`src/rtl/pipeline_flow_ctrl_pkg.sv`:
```
// Shared types and constants for the 5-stage pipeline flow controller.
// Stage indices double as the index of the pipeline register feeding that stage.
package pipeline_ctrl_pkg;

   typedef enum logic [1:0] {
      CTRL_RUN,
      CTRL_LD_STALL,
      CTRL_MC_BUSY
   } ctrl_state_t;

   localparam int STG_IF  = 0;
   localparam int STG_ID  = 1;
   localparam int STG_EXE = 2;
   localparam int STG_MEM = 3;
   localparam int STG_WB  = 4;

   // Wide enough for LOAD_LAT-1 with LOAD_LAT up to 4
   localparam int LD_CNT_W = 3;

endpackage

```
`src/rtl/pipeline_flow_ctrl_load_use_detect.sv`:
```
// Combinational load-use hazard detector between the load in EXE and the
// instruction in ID; x0 never creates a dependency.
module load_use_detect
   import pipeline_ctrl_pkg::*;
(
   input  logic [4:0] rs1_id,
   input  logic [4:0] rs2_id,
   input  logic       use_rs1_id,
   input  logic       use_rs2_id,
   input  logic [4:0] rd_exe,
   input  logic       mem_read_exe,
   output logic       load_use
);

   assign load_use = mem_read_exe && (rd_exe != 5'd0) &&
                     ((use_rs1_id && (rs1_id == rd_exe)) ||
                      (use_rs2_id && (rs2_id == rd_exe)));

endmodule

```
`src/rtl/pipeline_flow_ctrl.sv`:
```
// Pipeline flow controller: load-use bubbles, branch flushes, multicycle-ALU
// hold with timeout, external stall, and a saturating stall-cycle counter.
module pipeline_flow_ctrl
   import pipeline_ctrl_pkg::*;
#(
   parameter int unsigned LOAD_LAT   = 1,
   parameter int unsigned BR_STAGE   = 3,
   parameter int unsigned MC_TIMEOUT = 64,
   parameter int unsigned PERF_W     = 32
) (
   input  logic              clk,
   input  logic              reset,
   input  logic [4:0]        rs1_id,
   input  logic [4:0]        rs2_id,
   input  logic              use_rs1_id,
   input  logic              use_rs2_id,
   input  logic [4:0]        rd_exe,
   input  logic              mem_read_exe,
   input  logic              mc_start_exe,
   input  logic              mc_done,
   input  logic              branch_taken,
   input  logic              stall_pipl,
   output logic              pc_reg_en,
   output logic              if_id_reg_en,
   output logic              id_exe_reg_en,
   output logic              exe_mem_reg_en,
   output logic              mem_wb_reg_en,
   output logic              if_id_reg_clr,
   output logic              id_exe_reg_clr,
   output logic              exe_mem_reg_clr,
   output logic              mem_wb_reg_clr,
   output logic              mc_timeout,
   output logic [PERF_W-1:0] stall_cycles
);

   localparam int MC_CNT_W = $clog2(MC_TIMEOUT);
   localparam logic [MC_CNT_W-1:0] MC_LAST = MC_CNT_W'(MC_TIMEOUT - 1);
   localparam logic [LD_CNT_W-1:0] LD_INIT = LD_CNT_W'(LOAD_LAT - 1);

   ctrl_state_t               state, state_nxt;
   logic [LD_CNT_W-1:0]       ld_cnt, ld_cnt_nxt;
   logic [MC_CNT_W-1:0]       mc_cnt, mc_cnt_nxt;
   logic                      timeout_set;
   logic                      load_use;
   logic [STG_WB:STG_IF+1]    reg_en;
   logic [STG_WB:STG_IF+1]    reg_clr;

   load_use_detect u_load_use_detect (
      .rs1_id       (rs1_id),
      .rs2_id       (rs2_id),
      .use_rs1_id   (use_rs1_id),
      .use_rs2_id   (use_rs2_id),
      .rd_exe       (rd_exe),
      .mem_read_exe (mem_read_exe),
      .load_use     (load_use)
   );

   // Per-cycle priority: reset > external stall > branch flush > MC hold > load-use > run
   always_comb begin
      state_nxt   = state;
      ld_cnt_nxt  = ld_cnt;
      mc_cnt_nxt  = mc_cnt;
      timeout_set = 1'b0;
      pc_reg_en   = 1'b1;
      reg_en      = '1;
      reg_clr     = '0;
      if (reset) begin
         pc_reg_en = 1'b0;
         reg_en    = '0;
         reg_clr   = '1;
      end else if (stall_pipl) begin
         pc_reg_en = 1'b0;
         reg_en    = '0;
      end else if (branch_taken) begin
         reg_clr[STG_ID]  = 1'b1;
         reg_clr[STG_EXE] = 1'b1;
         if (BR_STAGE == STG_MEM) reg_clr[STG_MEM] = 1'b1;
         // The stalled consumer is squashed, so its remaining bubbles are dropped
         if (state == CTRL_LD_STALL) begin
            state_nxt  = CTRL_RUN;
            ld_cnt_nxt = '0;
         end
      end else begin
         case (state)
            CTRL_MC_BUSY: begin
               if (mc_done) begin
                  state_nxt  = CTRL_RUN;
                  mc_cnt_nxt = '0;
               end else begin
                  pc_reg_en        = 1'b0;
                  reg_en[STG_ID]   = 1'b0;
                  reg_en[STG_EXE]  = 1'b0;
                  reg_en[STG_MEM]  = 1'b0;
                  reg_clr[STG_MEM] = 1'b1;
                  if (mc_cnt == MC_LAST) begin
                     timeout_set = 1'b1;
                     state_nxt   = CTRL_RUN;
                     mc_cnt_nxt  = '0;
                  end else begin
                     mc_cnt_nxt = mc_cnt + 1'b1;
                  end
               end
            end
            CTRL_LD_STALL: begin
               pc_reg_en        = 1'b0;
               reg_en[STG_ID]   = 1'b0;
               reg_clr[STG_EXE] = 1'b1;
               if (ld_cnt <= LD_CNT_W'(1)) begin
                  state_nxt  = CTRL_RUN;
                  ld_cnt_nxt = '0;
               end else begin
                  ld_cnt_nxt = ld_cnt - 1'b1;
               end
            end
            default: begin
               if (mc_start_exe) begin
                  state_nxt  = CTRL_MC_BUSY;
                  mc_cnt_nxt = '0;
               end else if (load_use) begin
                  pc_reg_en        = 1'b0;
                  reg_en[STG_ID]   = 1'b0;
                  reg_clr[STG_EXE] = 1'b1;
                  if (LOAD_LAT > 1) begin
                     state_nxt  = CTRL_LD_STALL;
                     ld_cnt_nxt = LD_INIT;
                  end
               end
            end
         endcase
      end
   end

   always_ff @(posedge clk) begin
      if (reset) begin
         state  <= CTRL_RUN;
         ld_cnt <= '0;
         mc_cnt <= '0;
      end else begin
         state  <= state_nxt;
         ld_cnt <= ld_cnt_nxt;
         mc_cnt <= mc_cnt_nxt;
      end
   end

   always_ff @(posedge clk) begin
      if (reset) begin
         mc_timeout   <= 1'b0;
         stall_cycles <= '0;
      end else begin
         if (timeout_set) mc_timeout <= 1'b1;
         if (!pc_reg_en && (stall_cycles != '1)) stall_cycles <= stall_cycles + 1'b1;
      end
   end

   assign if_id_reg_en    = reg_en[STG_ID];
   assign id_exe_reg_en   = reg_en[STG_EXE];
   assign exe_mem_reg_en  = reg_en[STG_MEM];
   assign mem_wb_reg_en   = reg_en[STG_WB];
   assign if_id_reg_clr   = reg_clr[STG_ID];
   assign id_exe_reg_clr  = reg_clr[STG_EXE];
   assign exe_mem_reg_clr = reg_clr[STG_MEM];
   assign mem_wb_reg_clr  = reg_clr[STG_WB];

endmodule

```
`config.mk`:
```
export PLATFORM = sky130hd
export DESIGN_NAME = pipeline_flow_ctrl
export DESIGN_NICKNAME = d
export VERILOG_FILES = /design/src/rtl/pipeline_flow_ctrl_pkg.sv /design/src/rtl/pipeline_flow_ctrl_load_use_detect.sv /design/src/rtl/pipeline_flow_ctrl.sv
export SDC_FILE = /design/constraint.sdc
export NUM_CORES = 1
export LEC_CHECK = 0
export ABC_AREA = 0
export ABC_CLOCK_PERIOD_IN_PS = 2400
export BUFFER_PORTS_ARGS = -buffer_cell sky130_fd_sc_hd__buf_4
export CORE_ASPECT_RATIO = 0.75
export CORE_MARGIN = 2
export CORE_UTILIZATION = 48
export CTS_BUF_LIST = sky130_fd_sc_hd__clkbuf_2 sky130_fd_sc_hd__clkbuf_4 sky130_fd_sc_hd__clkbuf_8
export CTS_CLUSTER_DIAMETER = 150
export DETAILED_ROUTE_END_ITERATION = 12
export GPL_TIMING_DRIVEN = 0
export PLACE_DENSITY = 0.81
export SYNTH_ARGS = -nofsm -noshare
export SYNTH_HDL_FRONTEND = slang
export SYNTH_HIERARCHICAL = 1
export SYNTH_SLANG_ARGS = --single-unit
```
`constraint.sdc`:
```
create_clock -name clk -period 2.4 [get_ports clk]
set_input_delay 0.24 -clock clk [delete_from_list [all_inputs] [get_ports clk]]
set_output_delay 0.24 -clock clk [all_outputs]
set_load 0.03 [all_outputs]
```
## After elaboration in Yosys (flattened, before gate mapping)

Cells that the tools add are included.

- Add/subtract/negate cells: 3
- Order comparisons: 1
- Eq/ne operators: 9
- Mux-type cells: 45
- Bitwise logic cells: 3
- Reductions and logical operators: 13

Operator list:

| cell | number |
|---|---|
| $add A32 B1 Y32 const B | 1 |
| $ne A32 B32 Y1 const B | 1 |
| $mux W3 | 9 |
| $mux W1 | 19 |
| $mux W6 | 3 |
| $mux W2 | 8 |
| $pmux W6 S2 | 1 |
| $eq A5 B5 Y1 | 2 |
| $add A6 B1 Y6 const B | 1 |
| $eq A6 B6 Y1 const B | 1 |
| $pmux W1 S2 | 3 |
| $logic_and A1 B1 Y1 | 5 |
| $reduce_and A5 Y1 | 1 |
| $reduce_bool A5 Y1 | 1 |
| $mux W4 | 1 |
| $ne A4 B4 Y1 const B | 1 |
| $pmux W2 S2 | 1 |
| $reduce_and A4 Y1 | 1 |
| $le A3 B1 Y1 const B | 1 |
| $ne A3 B2 Y1 const B | 1 |
| $not A1 Y1 | 3 |
| $reduce_bool A3 Y1 | 1 |
| $sub A3 B1 Y3 const B | 1 |
| $eq A2 B1 Y1 const B | 1 |
| 6 further kinds | 6 |

- Flip-flop bits (word level): 44
- Input bits: 24
- Output and inout bits: 42

## Depth between registers and ports, before layout

- Word-level depth: 12
- Gate-level depth with buffers: 10

## Cells and area by module

Netlist, hierarchy kept.

Modules (own cells, without submodules):

| module | times used | cells an instance | area each (um2) | seq. area each (um2) |
|---|---|---|---|---|
| pipeline_flow_ctrl | 1 | 253 | 2,078.2 | 800.8 |
| load_use_detect | 1 | 17 | 133.9 | 0.0 |

## Worst setup path before layout

OpenSTA, ideal clock, no wires.

- Path type: input to register
- From: in rd_exe[1]
- To: reg stall_cycles[3]
- Arrival time: 2.764 ns
- Path slack: -0.488 ns
- Cell stages on the path: 8
- Buffers on the path: 0
- Cells stage by stage: or4_1 -> o21ai_1 -> a21oi_1 -> nor4b_2 -> nor3_1 -> a31oi_2 -> nand4_1 -> mux2_1

- Cells in the longest elaborated chain, start to end: 12
- Elaborated cells between the ends (all ways): 16

Ends and longest elaborated chain:

| element | line | source |
|---|---|---|
| start: declaration | pipeline_flow_ctrl.sv:17 | `input logic [4:0] rd_exe,` |
| $eq A5 B5 Y1 (on tied branches) | pipeline_flow_ctrl_load_use_detect.sv:16, pipeline_flow_ctrl_load_use_detect.sv:17 |  |
| $logic_and A1 B1 Y1 (on tied branches) | pipeline_flow_ctrl_load_use_detect.sv:16, pipeline_flow_ctrl_load_use_detect.sv:17 |  |
| $logic_or A1 B1 Y1 | pipeline_flow_ctrl_load_use_detect.sv:16 | `((use_rs1_id && (rs1_id == rd_exe)) \|\|` |
| $logic_and A1 B1 Y1 (*) | pipeline_flow_ctrl_load_use_detect.sv:15 | `assign load_use = mem_read_exe && (rd_exe != 5'd0) &&` |
| net load_use | pipeline_flow_ctrl.sv:44 | `logic load_use;` |
| $mux W1 (*) | pipeline_flow_ctrl.sv:119 | `end else if (load_use) begin` |
| $mux W1 (*) | pipeline_flow_ctrl.sv:116 | `if (mc_start_exe) begin` |
| $pmux W1 S2 (*) | pipeline_flow_ctrl.sv:84 | `case (state)` |
| $mux W1 (*) | pipeline_flow_ctrl.sv:74 | `end else if (branch_taken) begin` |
| $mux W1 (*) | pipeline_flow_ctrl.sv:71 | `end else if (stall_pipl) begin` |
| $mux W1 (*) | pipeline_flow_ctrl.sv:67 | `if (reset) begin` |
| $logic_not A1 Y1 (*) | pipeline_flow_ctrl.sv:151 | `if (!pc_reg_en && (stall_cycles != '1)) stall_cycles <= stall_cycles + 1'b1;` |
| $logic_and A1 B1 Y1 (*) | pipeline_flow_ctrl.sv:151 |  |
| end signal: assignment | pipeline_flow_ctrl.sv:151 |  |
| end: declaration | pipeline_flow_ctrl.sv:33 | `output logic [PERF_W-1:0] stall_cycles` |

The timed path passes the listed nets; every way through them passes the cells marked *.
A chain may end at the register's enable or synchronous reset.

## Worst setup path in the final report

- From: in rs1_id[1]
- To: reg stall_cycles[21]

- Cells in the longest elaborated chain, start to end: 12

Ends and longest elaborated chain:

| element | line | source |
|---|---|---|
| start: declaration | pipeline_flow_ctrl.sv:13 | `input logic [4:0] rs1_id,` |
| $eq A5 B5 Y1 | pipeline_flow_ctrl_load_use_detect.sv:16 |  |
| $logic_and A1 B1 Y1 | pipeline_flow_ctrl_load_use_detect.sv:16 |  |
| $logic_or A1 B1 Y1 | pipeline_flow_ctrl_load_use_detect.sv:16 |  |
| $logic_and A1 B1 Y1 | pipeline_flow_ctrl_load_use_detect.sv:15 |  |
| net load_use | pipeline_flow_ctrl.sv:44 |  |
| $mux W1 | pipeline_flow_ctrl.sv:119 |  |
| $mux W1 | pipeline_flow_ctrl.sv:116 |  |
| $pmux W1 S2 | pipeline_flow_ctrl.sv:84 |  |
| $mux W1 | pipeline_flow_ctrl.sv:74 |  |
| $mux W1 | pipeline_flow_ctrl.sv:71 |  |
| $mux W1 | pipeline_flow_ctrl.sv:67 |  |
| $logic_not A1 Y1 | pipeline_flow_ctrl.sv:151 |  |
| $logic_and A1 B1 Y1 | pipeline_flow_ctrl.sv:151 |  |

The timed path passes the listed nets, and every way through them passes these cells.

==> reports/results.ini <==
[status]
status = complete, but fails checks
violations = setup timing

[sta]
grt_setup_unrepaired = true
clock-skew-final_ns = 0.006460
report.final.slew_viol_count = 0
final_hold_viol_count = 0
max-slew-margin-rel = 0.3978
min_period_ns = 2.448
post-route-period-util = 1.020
finalSetupViolations = 2
max_freq_ghz = 0.4084
worst_path_setup_slack_after_routing_ns = -0.04847
max_slew.worst_pin.slew_ns = 0.8892

[power_and_ir_drop]
intPower_uw = 995.3
pwr-share-clk = 0.359
power.switching_fraction = 0.2620
combinationalPowerShare = 0.134
net-switching-power_uw = 353.4
irDropWorstVdd_mv = 0.2687
seq_power_share = 0.507
total_power_uw = 1349
total_leakage_power_uw = 0.001170
powerDensity_nw_per_um2 = 445.8

[synthesis]
yosysSeqAreaShare = 0.3620
number_of_enable_flip_flop_cells_after_synthesis = 0
postSynth.topFlopCell = dfxtp_1
synth_seq_cells = 40
yosys_warnings = 6
synthArstFlopShare = 0
synthCells = 270
syn_area_per_cell_sq_um = 8.193
synth.cell_area_sq_um = 2212
synth.lib_cells_used.distinct = 43
synth_fp_nets = 296

[grt]
antenna_violations_before_repair = 0
via_count_of_the_first_global_routing_pass = 2032
globalRouteOverflowTotal = 0
grt.total_usage = 0.2323
first_pass_grt_wire_length_microns = 9432
maximum_number_of_pins_on_one_net_before_global_route_repair = 13

[die]
fp.dieArea_sq_um = 5173
std_cell_rows = 21
top_level_ports = 66
floorplan.die.height_microns = 62.79
placeable_core_region_sq_um = 4441
die_width_microns = 82.39
floorplan.initialDensity = 0.4982

[clock_tree]
cts_tree = built
clock_sink_total = 40
root_buffer = clkbuf_8
numCtsBuffers = 5
cts-hold-fix-buffers = 0
worst_setup_hold_path_clk_slew_ns = 0.08
ctsLongestPathBuffers = 2
worst_skew_pair.late_latency_ns = 0.30
htree_levels = 2

[setup_path]
cp_cell_sequence = buf_6, xor2_2, nor4_2, nand3_1, a21oi_2, nor4b_4, nor3_4, a2111o_1, buf_6, or3_4, a21oi_2
worst_path_largest_cell_delay_ns = 0.48
critPathMaxFanout = 7
crit_slowest_cell = a2111o_1
critical_path_arrival_ns = 2.67
endpoint_kind = flop
ff2ff_path_depth = 7
ws_path_type = input pin to flop
setup_crit_start_kind = input pin
crit_required_ns = 2.63

[flow_run]
timing.max_cap.violations = 0

[placed_design]
gp_congestion = 0.7855
place.port_buffers = 65
placed_wire_length_estimate_microns = 4249
place_inst = 392
detailed_place.area_sq_um = 2796

[final_layout]
layout.cells.most_common = buf_4
multi_input_comb_area_sq_um = 1421
nFillCells = 371
post-route-cell-area_sq_um = 3025
count_of_antenna_diodes_in_the_layout = 0
post_route_cells_drive_above_1_share = 0.3112
layout_common_cells = 67 x buf_4, 40 x dfxtp_1, 29 x nor2_1, 17 x a21oi_1, 16 x nand2_1
nNetsFinal = 372
final_cell_count_no_fill = 404
seqCellArea_sq_um = 800.8
area.growth.synth_to_final_pct = 36.76

[route]
drt-total-wl_microns = 6136
post_drt_wl_per_cell_microns = 15.19
drcViolationCount = 0
via_count = 2278
initialDrtViolationCount = 151
vias_per_cell = 5.639
antenna_left = 0
number_of_iterations_in_the_first_detailed_routing_pass = 4

[min_path]
hold_path_class = input pin to flop
hold-path-cell-count = 3

-- Yosys cell counts, drive strengths merged, types with 2 or more instances --
cell | n | area [sq um]
or3 | 11 | 68.82
o21ai | 16 | 80.08
or4 | 5 | 37.54
nor2 | 29 | 108.9
clkbuf | 8 | 30.03
and3 | 10 | 62.56
a31o | 2 | 17.52
dfxtp | 40 | 800.8
nand2b | 3 | 18.77
mux2 | 6 | 67.56
ha | 2 | 25.02
nor4 | 4 | 31.28
a21oi | 23 | 115.1
and4 | 5 | 43.79
nand4 | 11 | 68.82
nand3b | 4 | 30.03
nor3 | 4 | 20.02
a211oi | 4 | 30.03
nand3 | 8 | 40.04
nand2 | 16 | 60.06
or2 | 2 | 12.51
nor2b | 6 | 37.54
xnor2 | 12 | 105.1
o31ai | 6 | 45.04
inv | 5 | 18.77
buf | 7 | 38.78
xor2 | 10 | 87.58
-- metrics by stage --
step | setup slack, ns | hold slack [ns] | TNS, ns | util
final | -0.04847 | 0.2447 | -0.05149 | 0.6813
after global routing | -0.1177 | 0.2551 | -0.7085 | 0.6813
after CTS | 0.008217 | 0.2492 | 0 | 0.6520
after detailed placement | -0.4029 | 0.4642 | -5.777 | 0.6298
after global placement | -0.3875 | 0.4542 | -5.249 | 0.6298
after floorplan | -0.09350 | 0.4309 | -0.1366 | -
-- cells by family after synthesis --
kind of cell,share of synthesized area
simple gates,0.3128
compound gates,0.1522
flops,0.3620
xor+xnor,0.08710
buf+inv,0.03959
mux,0.03507
fa+ha+maj,0.01131
-- area by class of cell --
class / count / area share
Clock buffer: 7 / 0.02978
Clock inverter: 1 / 0.002481
Sequential cell: 40 / 0.2647
Tap cell: 57 / 0.02357
Timing Repair Buffer: 70 / 0.1791
Inverter: 5 / 0.006203
Multi-Input combinational cell: 210 / 0.4698
Buffer: 14 / 0.02440
-- metal layers --
layer | global-route usage | share of wire
met5 | 0 | 0
met4 | 0.07500 | 0.011
met3 | 0.06069 | 0.056
met2 | 0.3256 | 0.45
met1 | 0.3426 | 0.48
-- power by group through the flow --
stage / registers (uW) / clock network, uW / logic (uW)
floorplan: 706 / 0 / 83.1
global placement: 699 / 0 / 166
detailed placement: 699 / 0 / 170
CTS: 683 / 487 / 171
global route: 685 / 515 / 192
finish: 684 / 484 / 181
-- worst paths after layout --
| check | slack (ns) | end | start |
|---|---|---|---|
| setup / recovery | -0.05 | stall_cycles[21] | rs1_id[1] |
| hold / removal | 0.24 | mc_cnt[1] | mc_done |
| setup reg to reg | 0.06 | stall_cycles[21] | stall_cycles[0] |
| hold reg to reg | 0.48 | mc_cnt[1] | mc_cnt[1] |
-- state kept, by name, indices dropped and copies added (netlist names) --
name and cells:
mc_timeout 1, state 1, stall_cycles 32, mc_cnt 6
-- worst max-delay path, delay by kind of cell --
| family | cells | cell delay (ns) |
|---|---|---|
| AO/OA/AOI/OAI | 3 | 0.80 |
| XOR/XNOR | 1 | 0.17 |
| buffers and inverters | 2 | 0.27 |
| AND/OR/NAND/NOR | 5 | 1.21 |
-- timing repair --
item / CTS / global route
endpoints found under the setup margin: 5 / 17
gates cloned: 0 / 1
setup buffers: 0 / 4
resized for setup: 3 / 25
pin swaps: 3 / 17
hold endpoints to repair: 0 / 0
Note: power is estimated with default switching activity, not from simulation.
